<file path="src/rtl/flash_arb_pkg.sv">
// Shared types and constants for the two-requester flash read arbiter.
package flash_arb_pkg;

   localparam int ADDR_W           = 24;
   localparam int DEF_TIMEOUT      = 255;
   localparam int DEF_FLUSH_CYCLES = 64;

   localparam logic REQ_A = 1'b0;
   localparam logic REQ_B = 1'b1;

   typedef enum logic [2:0] {
      ST_FLUSH   = 3'd0,
      ST_IDLE    = 3'd1,
      ST_ISSUE   = 3'd2,
      ST_WAIT    = 3'd3,
      ST_DELIVER = 3'd4
   } state_t;

endpackage

</file>
<file path="src/rtl/flash_read_arbiter_if.sv">
// Requester handshakes plus the flash reader bus, seen from the arbiter (slave)
// and from the clients/reader (master).
interface flash_read_arbiter_if #(parameter int LEN_W = 8);
   import flash_arb_pkg::*;

   logic              a_req;
   logic [ADDR_W-1:0] a_addr;
   logic [LEN_W-1:0]  a_len;
   logic              a_busy;
   logic              a_valid;
   logic              a_ack;
   logic              a_done;
   logic              a_err;

   logic              b_req;
   logic [ADDR_W-1:0] b_addr;
   logic [LEN_W-1:0]  b_len;
   logic              b_busy;
   logic              b_valid;
   logic              b_ack;
   logic              b_done;
   logic              b_err;

   logic [7:0]        rd_data;

   logic              fl_read;
   logic [ADDR_W-1:0] fl_addr;
   logic              fl_ready;
   logic [7:0]        fl_data;

   modport slave (
      input  a_req, a_addr, a_len, a_ack,
      input  b_req, b_addr, b_len, b_ack,
      input  fl_ready, fl_data,
      output a_busy, a_valid, a_done, a_err,
      output b_busy, b_valid, b_done, b_err,
      output rd_data, fl_read, fl_addr
   );

   modport master (
      output a_req, a_addr, a_len, a_ack,
      output b_req, b_addr, b_len, b_ack,
      output fl_ready, fl_data,
      input  a_busy, a_valid, a_done, a_err,
      input  b_busy, b_valid, b_done, b_err,
      input  rd_data, fl_read, fl_addr
   );

endinterface

</file>
<file path="src/rtl/flash_arb_rr2.sv">
// Two-way round-robin grant: a lone request wins outright, a tie goes to the
// requester that was not granted last.
module flash_arb_rr2
   import flash_arb_pkg::*;
(
   input  logic [1:0] i_req,
   input  logic       i_last_grant,
   input  logic       i_enable,
   output logic [1:0] o_grant
);

   // One-hot grant, suppressed while the arbiter cannot accept a new burst.
   always_comb begin
      o_grant = 2'b00;
      if (i_enable) begin
         if (i_req == 2'b11) begin
            o_grant = (i_last_grant == REQ_A) ? 2'b10 : 2'b01;
         end else begin
            o_grant = i_req;
         end
      end
   end

endmodule

</file>
<file path="src/rtl/flash_read_arbiter.sv">
// Shares one single-byte flash reader between requesters A and B. A granted
// burst is served as one read per byte with an incrementing address; each
// byte is handed back through a valid/ack handshake.
module flash_read_arbiter
   import flash_arb_pkg::*;
#(
   parameter int LEN_W        = 8,
   parameter int TIMEOUT      = DEF_TIMEOUT,
   parameter int FLUSH_CYCLES = DEF_FLUSH_CYCLES
)(
   input logic                clk,
   input logic                rst,
   flash_read_arbiter_if.slave bus
);

   localparam int FW = $clog2(FLUSH_CYCLES + 1);
   localparam int TW = $clog2(TIMEOUT + 1);

   state_t            r_state;
   state_t            w_next;
   logic [FW-1:0]     r_flush_cnt;
   logic [TW-1:0]     r_tmo_cnt;
   logic              r_owner;
   logic              r_last_grant;
   logic [ADDR_W-1:0] r_cur_addr;
   logic [LEN_W-1:0]  r_remaining;
   logic [1:0]        r_busy;
   logic [1:0]        r_valid;
   logic [1:0]        r_done;
   logic [1:0]        r_err;
   logic              r_fl_read;
   logic [ADDR_W-1:0] r_fl_addr;
   logic [7:0]        r_rd_data;

   logic [1:0]        w_grant;
   logic              w_gnt_id;
   logic [ADDR_W-1:0] w_gnt_addr;
   logic [LEN_W-1:0]  w_gnt_len;
   logic              w_acked;
   logic              w_flush_done;
   logic              w_timeout;

   flash_arb_rr2 u_rr2 (
      .i_req        ({bus.b_req, bus.a_req}),
      .i_last_grant (r_last_grant),
      .i_enable     (r_state == ST_IDLE),
      .o_grant      (w_grant)
   );

   assign w_gnt_id     = w_grant[REQ_B];
   assign w_gnt_addr   = w_gnt_id ? bus.b_addr : bus.a_addr;
   assign w_gnt_len    = w_gnt_id ? bus.b_len  : bus.a_len;
   // An ack only counts while the owner's byte is actually presented.
   assign w_acked      = (r_owner ? bus.b_ack : bus.a_ack) & r_valid[r_owner];
   assign w_flush_done = (r_flush_cnt == FW'(FLUSH_CYCLES - 1));
   assign w_timeout    = (r_tmo_cnt == TW'(TIMEOUT - 1));

   // State register; reset re-enters FLUSH to soak up a reader that kept running.
   always_ff @(posedge clk) begin
      if (rst) r_state <= ST_FLUSH;
      else     r_state <= w_next;
   end

   // Next-state decode.
   always_comb begin
      w_next = r_state;
      case (r_state)
         ST_FLUSH:   if (w_flush_done) w_next = ST_IDLE;
         ST_IDLE:    if ((w_grant != 2'b00) && (w_gnt_len != '0)) w_next = ST_ISSUE;
         ST_ISSUE:   w_next = ST_WAIT;
         ST_WAIT: begin
            if (bus.fl_ready)   w_next = ST_DELIVER;
            else if (w_timeout) w_next = ST_IDLE;
         end
         ST_DELIVER: begin
            if (w_acked) w_next = (r_remaining == LEN_W'(1)) ? ST_IDLE : ST_ISSUE;
         end
         default:    w_next = ST_FLUSH;
      endcase
   end

   // Burst bookkeeping and registered outputs; fl_read is raised on the edge
   // entering ISSUE so it is high for exactly the ISSUE cycle.
   always_ff @(posedge clk) begin
      if (rst) begin
         r_flush_cnt  <= '0;
         r_tmo_cnt    <= '0;
         r_owner      <= REQ_A;
         r_last_grant <= REQ_B;
         r_cur_addr   <= '0;
         r_remaining  <= '0;
         r_busy       <= '0;
         r_valid      <= '0;
         r_done       <= '0;
         r_err        <= '0;
         r_fl_read    <= 1'b0;
         r_fl_addr    <= '0;
         r_rd_data    <= '0;
      end else begin
         r_done    <= '0;
         r_err     <= '0;
         r_fl_read <= 1'b0;
         case (r_state)
            ST_FLUSH: r_flush_cnt <= r_flush_cnt + 1'b1;
            ST_IDLE: begin
               if (w_grant != 2'b00) begin
                  r_owner      <= w_gnt_id;
                  r_last_grant <= w_gnt_id;
                  r_cur_addr   <= w_gnt_addr;
                  r_remaining  <= w_gnt_len;
                  if (w_gnt_len == '0) begin
                     r_done[w_gnt_id] <= 1'b1;
                  end else begin
                     r_busy[w_gnt_id] <= 1'b1;
                     r_fl_read        <= 1'b1;
                     r_fl_addr        <= w_gnt_addr;
                  end
               end
            end
            ST_ISSUE: r_tmo_cnt <= '0;
            ST_WAIT: begin
               if (bus.fl_ready) begin
                  r_rd_data        <= bus.fl_data;
                  r_valid[r_owner] <= 1'b1;
               end else if (w_timeout) begin
                  r_err[r_owner]  <= 1'b1;
                  r_done[r_owner] <= 1'b1;
                  r_busy[r_owner] <= 1'b0;
               end else begin
                  r_tmo_cnt <= r_tmo_cnt + 1'b1;
               end
            end
            ST_DELIVER: begin
               if (w_acked) begin
                  r_valid[r_owner] <= 1'b0;
                  r_cur_addr       <= r_cur_addr + 1'b1;
                  r_remaining      <= r_remaining - 1'b1;
                  if (r_remaining == LEN_W'(1)) begin
                     r_done[r_owner] <= 1'b1;
                     r_busy[r_owner] <= 1'b0;
                  end else begin
                     r_fl_read <= 1'b1;
                     r_fl_addr <= r_cur_addr + 1'b1;
                  end
               end
            end
            default: ;
         endcase
      end
   end

   assign bus.a_busy  = r_busy[REQ_A];
   assign bus.a_valid = r_valid[REQ_A];
   assign bus.a_done  = r_done[REQ_A];
   assign bus.a_err   = r_err[REQ_A];
   assign bus.b_busy  = r_busy[REQ_B];
   assign bus.b_valid = r_valid[REQ_B];
   assign bus.b_done  = r_done[REQ_B];
   assign bus.b_err   = r_err[REQ_B];
   assign bus.rd_data = r_rd_data;
   assign bus.fl_read = r_fl_read;
   assign bus.fl_addr = r_fl_addr;

endmodule

</file>
<file path="src/flat_wrapper.sv">
// flat-port wrapper written by rule: the top's interface ports become plain ports
module flash_read_arbiter_flat import flash_arb_pkg::*;
#(
   parameter int LEN_W        = 8,
   parameter int TIMEOUT      = DEF_TIMEOUT,
   parameter int FLUSH_CYCLES = DEF_FLUSH_CYCLES
)
  (clk, rst, bus_a_req, bus_a_addr, bus_a_len, bus_a_ack, bus_b_req, bus_b_addr, bus_b_len, bus_b_ack, bus_fl_ready, bus_fl_data, bus_a_busy, bus_a_valid, bus_a_done, bus_a_err, bus_b_busy, bus_b_valid, bus_b_done, bus_b_err, bus_rd_data, bus_fl_read, bus_fl_addr);
  flash_read_arbiter_if #(.LEN_W(LEN_W)) bus_i ();
  input logic clk;
  input logic rst;
  input wire logic [$bits(bus_i.a_req)-1:0] bus_a_req;
  input wire logic [$bits(bus_i.a_addr)-1:0] bus_a_addr;
  input wire logic [$bits(bus_i.a_len)-1:0] bus_a_len;
  input wire logic [$bits(bus_i.a_ack)-1:0] bus_a_ack;
  input wire logic [$bits(bus_i.b_req)-1:0] bus_b_req;
  input wire logic [$bits(bus_i.b_addr)-1:0] bus_b_addr;
  input wire logic [$bits(bus_i.b_len)-1:0] bus_b_len;
  input wire logic [$bits(bus_i.b_ack)-1:0] bus_b_ack;
  input wire logic [$bits(bus_i.fl_ready)-1:0] bus_fl_ready;
  input wire logic [$bits(bus_i.fl_data)-1:0] bus_fl_data;
  output wire logic [$bits(bus_i.a_busy)-1:0] bus_a_busy;
  output wire logic [$bits(bus_i.a_valid)-1:0] bus_a_valid;
  output wire logic [$bits(bus_i.a_done)-1:0] bus_a_done;
  output wire logic [$bits(bus_i.a_err)-1:0] bus_a_err;
  output wire logic [$bits(bus_i.b_busy)-1:0] bus_b_busy;
  output wire logic [$bits(bus_i.b_valid)-1:0] bus_b_valid;
  output wire logic [$bits(bus_i.b_done)-1:0] bus_b_done;
  output wire logic [$bits(bus_i.b_err)-1:0] bus_b_err;
  output wire logic [$bits(bus_i.rd_data)-1:0] bus_rd_data;
  output wire logic [$bits(bus_i.fl_read)-1:0] bus_fl_read;
  output wire logic [$bits(bus_i.fl_addr)-1:0] bus_fl_addr;
  assign bus_i.a_req = bus_a_req;
  assign bus_i.a_addr = bus_a_addr;
  assign bus_i.a_len = bus_a_len;
  assign bus_i.a_ack = bus_a_ack;
  assign bus_i.b_req = bus_b_req;
  assign bus_i.b_addr = bus_b_addr;
  assign bus_i.b_len = bus_b_len;
  assign bus_i.b_ack = bus_b_ack;
  assign bus_i.fl_ready = bus_fl_ready;
  assign bus_i.fl_data = bus_fl_data;
  assign bus_a_busy = bus_i.a_busy;
  assign bus_a_valid = bus_i.a_valid;
  assign bus_a_done = bus_i.a_done;
  assign bus_a_err = bus_i.a_err;
  assign bus_b_busy = bus_i.b_busy;
  assign bus_b_valid = bus_i.b_valid;
  assign bus_b_done = bus_i.b_done;
  assign bus_b_err = bus_i.b_err;
  assign bus_rd_data = bus_i.rd_data;
  assign bus_fl_read = bus_i.fl_read;
  assign bus_fl_addr = bus_i.fl_addr;
  flash_read_arbiter #(.LEN_W(LEN_W), .TIMEOUT(TIMEOUT), .FLUSH_CYCLES(FLUSH_CYCLES)) u_core (.clk(clk), .rst(rst), .bus(bus_i));
endmodule
</file>
<file path="config.mk">
export PLATFORM = sky130hd
export DESIGN_NAME = flash_read_arbiter_flat
export DESIGN_NICKNAME = d
export VERILOG_FILES = /design/src/rtl/flash_arb_pkg.sv /design/src/rtl/flash_read_arbiter_if.sv /design/src/rtl/flash_arb_rr2.sv /design/src/rtl/flash_read_arbiter.sv /design/src/flat_wrapper.sv
export SDC_FILE = /design/constraint.sdc
export NUM_CORES = 1
export LEC_CHECK = 0
export BUFFER_PORTS_ARGS = -buffer_cell sky130_fd_sc_hd__buf_2
export CAP_MARGIN = 10
export CORE_ASPECT_RATIO = 1.25
export CORE_MARGIN = 2
export CORE_UTILIZATION = 40
export CTS_CLUSTER_SIZE = 8
export DETAILED_ROUTE_END_ITERATION = 7
export HOLD_SLACK_MARGIN = 0.03
export PLACE_DENSITY = 0.69
export SLEW_MARGIN = 20
export SYNTH_ARGS = -nofsm -noshare
export SYNTH_HDL_FRONTEND = slang
export SYNTH_HIERARCHICAL = 1
export SYNTH_SLANG_ARGS = --single-unit
</file>
<file path="constraint.sdc">
create_clock -name clk -period 4.2 [get_ports clk]
set_clock_uncertainty 0.05 [all_clocks]
set_input_delay 0.42 -clock clk [delete_from_list [all_inputs] [get_ports clk]]
set_output_delay 0.42 -clock clk [all_outputs]
set_load 0.005 [all_outputs]
</file>
==> results.tsv <==
stage	metric	value	unit
setup_path	end_kind	register	
worst_hold_path	min_from	bus_fl_data[2]	
floorplan	die_w	104	um
layout	final_nets	808	
setup_path	reg2reg_depth	8	
timing	relSlewSlack	35.3	%
setup_path	endpoint	u_core/bus.fl_addr[19]$_SDFFE_PP0P_	
timing	setup-tns-final	0	ps
synth	synth_area_leaders	dfxtp_1 (38%), a21oi_1 (7.0%), nand2_1 (6.5%)	
layout	drive_gt1_share	20.7	%
placed_design	hpwl	9.79	mm
synth	synth-seq-cells	93	
timing	rsz0062_at_grt	no	
timing	timing.final.crit_share	78.4	%
cts	cts_tree	built	
floorplan	die_area	13300	um2
synth	synth_edf_count	0	
drt	ant_nets	0	
synth	async_flop_share	0	%
synth	netlist_area	4960	um2
setup_path	cp_max_fo	20	
synth	post_synth_num_cell_types	59	
cts	numClockSinks	93	
power	peakVddDrop	0.228	mV
timing	drv_slew	0	
synth	ys_top_cells_by_count	dfxtp_1 (93), nand2_1 (86), a21oi_1 (69)	
synth	syn_inst	627	
drt	routed_wl	13.6	mm
placed_design	gp_congestion	0.845	
cts	clk_latency	340	ps
global_route	grt_pass1_vias	4625	
power	power_density	312	nW/um2
cts	cts_hold_buffers	0	
cts	cts.reportedPaths.clkPinSlew	60	ps
run	maxCapViolations	0	
drt	drc	0	
drt	wl_per_cell	15.2	um
setup_path	crit_slowest_cell	a32oi_4	
floorplan	die_y	129	um
cts	cts_max_path_buffers	2	
floorplan	io_pins	120	
synth	synth.most_common_cell	dfxtp_1	
synth	synth_nets	712	
drt	vias	4832	
setup_path	cp-start-kind	register	
drt	initialDrtViolationCount	225	
timing	setup_viol	0	
setup_path	crit_required	4380	ps
global_route	grtUsageTotal	20.0	%
layout	areaGrowthSynthToFinish	20.7	%
placed_design	io_buffers	119	
setup_path	cp.arrival	3470	ps
global_route	grt_pass1_wl	21.8	mm
layout	antennaDiodeCount	0	
cts	post_cts_buffers	0	
setup_path	worstReg2RegStart	u_core/r_state[0]$_SDFFE_PP0P_	
synth	seq_area_frac_synth	37.5	%
worst_hold_path	hold_path_class	in2reg	
run_status	status	finished clean	
setup_path	startpoint	u_core/r_state[0]$_SDFFE_PP0P_	
placed_design	dpl-instance-area	5660	um2
drt	first_pass_iters	4	
setup_path	cp_cell_sequence	nor3b_4, nand2_1, a21oi_4, nand3_1, a32oi_4, buf_12, a211oi_1, a32o_1	
setup_path	rrSetupSlack	910	ps
floorplan	rows	45	
drt	routed_via_density	5.42	
setup_path	r2r_end	u_core/bus.fl_addr[19]$_SDFFE_PP0P_	
floorplan	start_util	41.0	%
cts	ctsResizeCount	0	
global_route	antenna_found_initial	0	
timing	fmax	304	MHz
timing	worstMarginPinSlew	970	ps
cts	root_buffer	clkbuf_16	
synth	synthFlopType	dfxtp_1	
global_route	grt_max_degree	82	
setup_path	crit_type	reg2reg	
setup_path	max_stage_delay	700	ps
cts	cts_buffers	9	
synth	yosysWarnings	6	
cts	h-tree-depth	3	
layout	fin_area	5990	um2
synth	synth_largest_area_cell	dfxtp_1	
timing	hold_viol	0	
synth	synth_top_area_share	37.5	%
power	power.leakage	2.42	nW
floorplan	core-area	12100	um2
global_route	grt_remaining_overflow	0	
synth	synth.avg_cell_area	7.92	um2
timing	period_needed	3290	ps
==> critical path: cells and delay by family, from the launching register on <==
family | cells | cell delay [ps]
DFF | 1 | 580
buffers and inverters | 1 | 250
AOI/OAI and AO/OA | 4 | 1490
and+or+nand+nor | 3 | 800
==> worst min-delay path by stage <==
stage	endpoint	cells after the start	slack, ps
2_1_floorplan	u_core/bus.fl_addr[20]$_SDFFE_PP0P_	2	400
3_3_place_gp	u_core/bus.fl_addr[20]$_SDFFE_PP0P_	2	390
3_5_place_dp	u_core/bus.rd_data[0]$_SDFFE_PP0P_	2	400
4_1_cts	u_core/bus.rd_data[0]$_SDFFE_PP0P_	3	260
5_1_grt	u_core/bus.rd_data[4]$_SDFFE_PP0P_	3	270
6_report	u_core/bus.rd_data[2]$_SDFFE_PP0P_	3	270
==> logic make-up (layout without fill, tap and decap cells) <==
| family | after synthesis | in the layout | synth area share (%) |
|---|---|---|---|
| AND/OR/NAND/NOR | 268 | 268 | 26.5 |
| adder cells (fa/ha/maj) | 6 | 6 | 1.51 |
| flip-flops | 93 | 93 | 37.5 |
| multiplexers | 31 | 31 | 6.25 |
| XOR/XNOR | 29 | 29 | 5.12 |
| AO/OA/AOI/OAI | 148 | 148 | 18.3 |
| buffers and inverters | 52 | 153 | 4.79 |
==> flip-flops by register name, summed over array words and instances (netlist names), named ones only <==
signal	cells
u_core/r_last_grant	1
u_core/r_owner	1
u_core/r_tmo_cnt	8
u_core/r_remaining	8
u_core/r_flush_cnt	7
u_core/r_cur_addr	24
u_core/bus.rd_data	8
u_core/bus.fl_addr	24
u_core/r_done	2
u_core/r_state	3
u_core/bus.fl_read	1
u_core/r_err	2
u_core/r_busy	2
==> power by group <==
| part | internal [W] | leakage (nW) | switching, W |
|---|---|---|---|
| Combinational | 0.0000451 | 1.52 | 0.0000531 |
| Sequential | 0.000884 | 0.749 | 0.00000242 |
| Clock | 0.000555 | 0.156 | 0.000328 |
==> layout make-up <==
cell class	instances	area, um2
fill	1185	6120
multi-input combinational	482	2890
sequential	93	1860
timing repair buffer	126	661
clock buffer	13	260
tap	164	205
clock inverter	3	67.6
inverter	11	41.3
==> stage by stage <==
stage | hold WS (ps) | worst slack (ps) | utilization, % | total power [W] | instances
after floorplan | 398 | 1880 | - | 0.000951 | 627
after global placement | 390 | 1040 | 46.8 | 0.00100 | 876
after detailed placement | 396 | 926 | 46.8 | 0.00100 | 876
after CTS | 262 | 922 | 49.5 | 0.00189 | 892
after global routing | 267 | 663 | 49.5 | 0.00194 | 892
final | 271 | 909 | 49.5 | 0.00187 | 892
==> per-layer routing <==
metal / share of wire [%] / global-route usage [%] / vias up / wire, um
li1: - / - / 2408 / -
met4: 2.7 / 8.59 / 0 / 367
met5: 0 / 0 / - / 0
met3: 4.5 / 3.04 / 23 / 610
met1: 44 / 23.9 / 2272 / 5920
met2: 49 / 35.8 / 129 / 6670
==> placed cells by master, fill, tap and decap left out, types with 5 or more instances in the layout <==
cell type  synthesis  layout
nand2_1           86      86
nand4_1           17      17
mux2i_1           31      31
buf_4              5       6
nand3_1           22      22
buf_2             12     119
o21ai_1            5       5
and3_1             5       5
nor3_1            12      12
nor4_1             5       5
o21ai_0           23      23
a211oi_1          23      23
dfxtp_1           93      93
a21oi_1           69      68
clkbuf_16          0       9
xor2_1            19      19
or3_1              5       5
nor2_1            67      67
and4_1             5       5
a31oi_1            6       6
nor2b_1           22      22
inv_1             10      10
ha_1               6       6
xnor2_1           10      10
(Power assumes the default switching activity.)
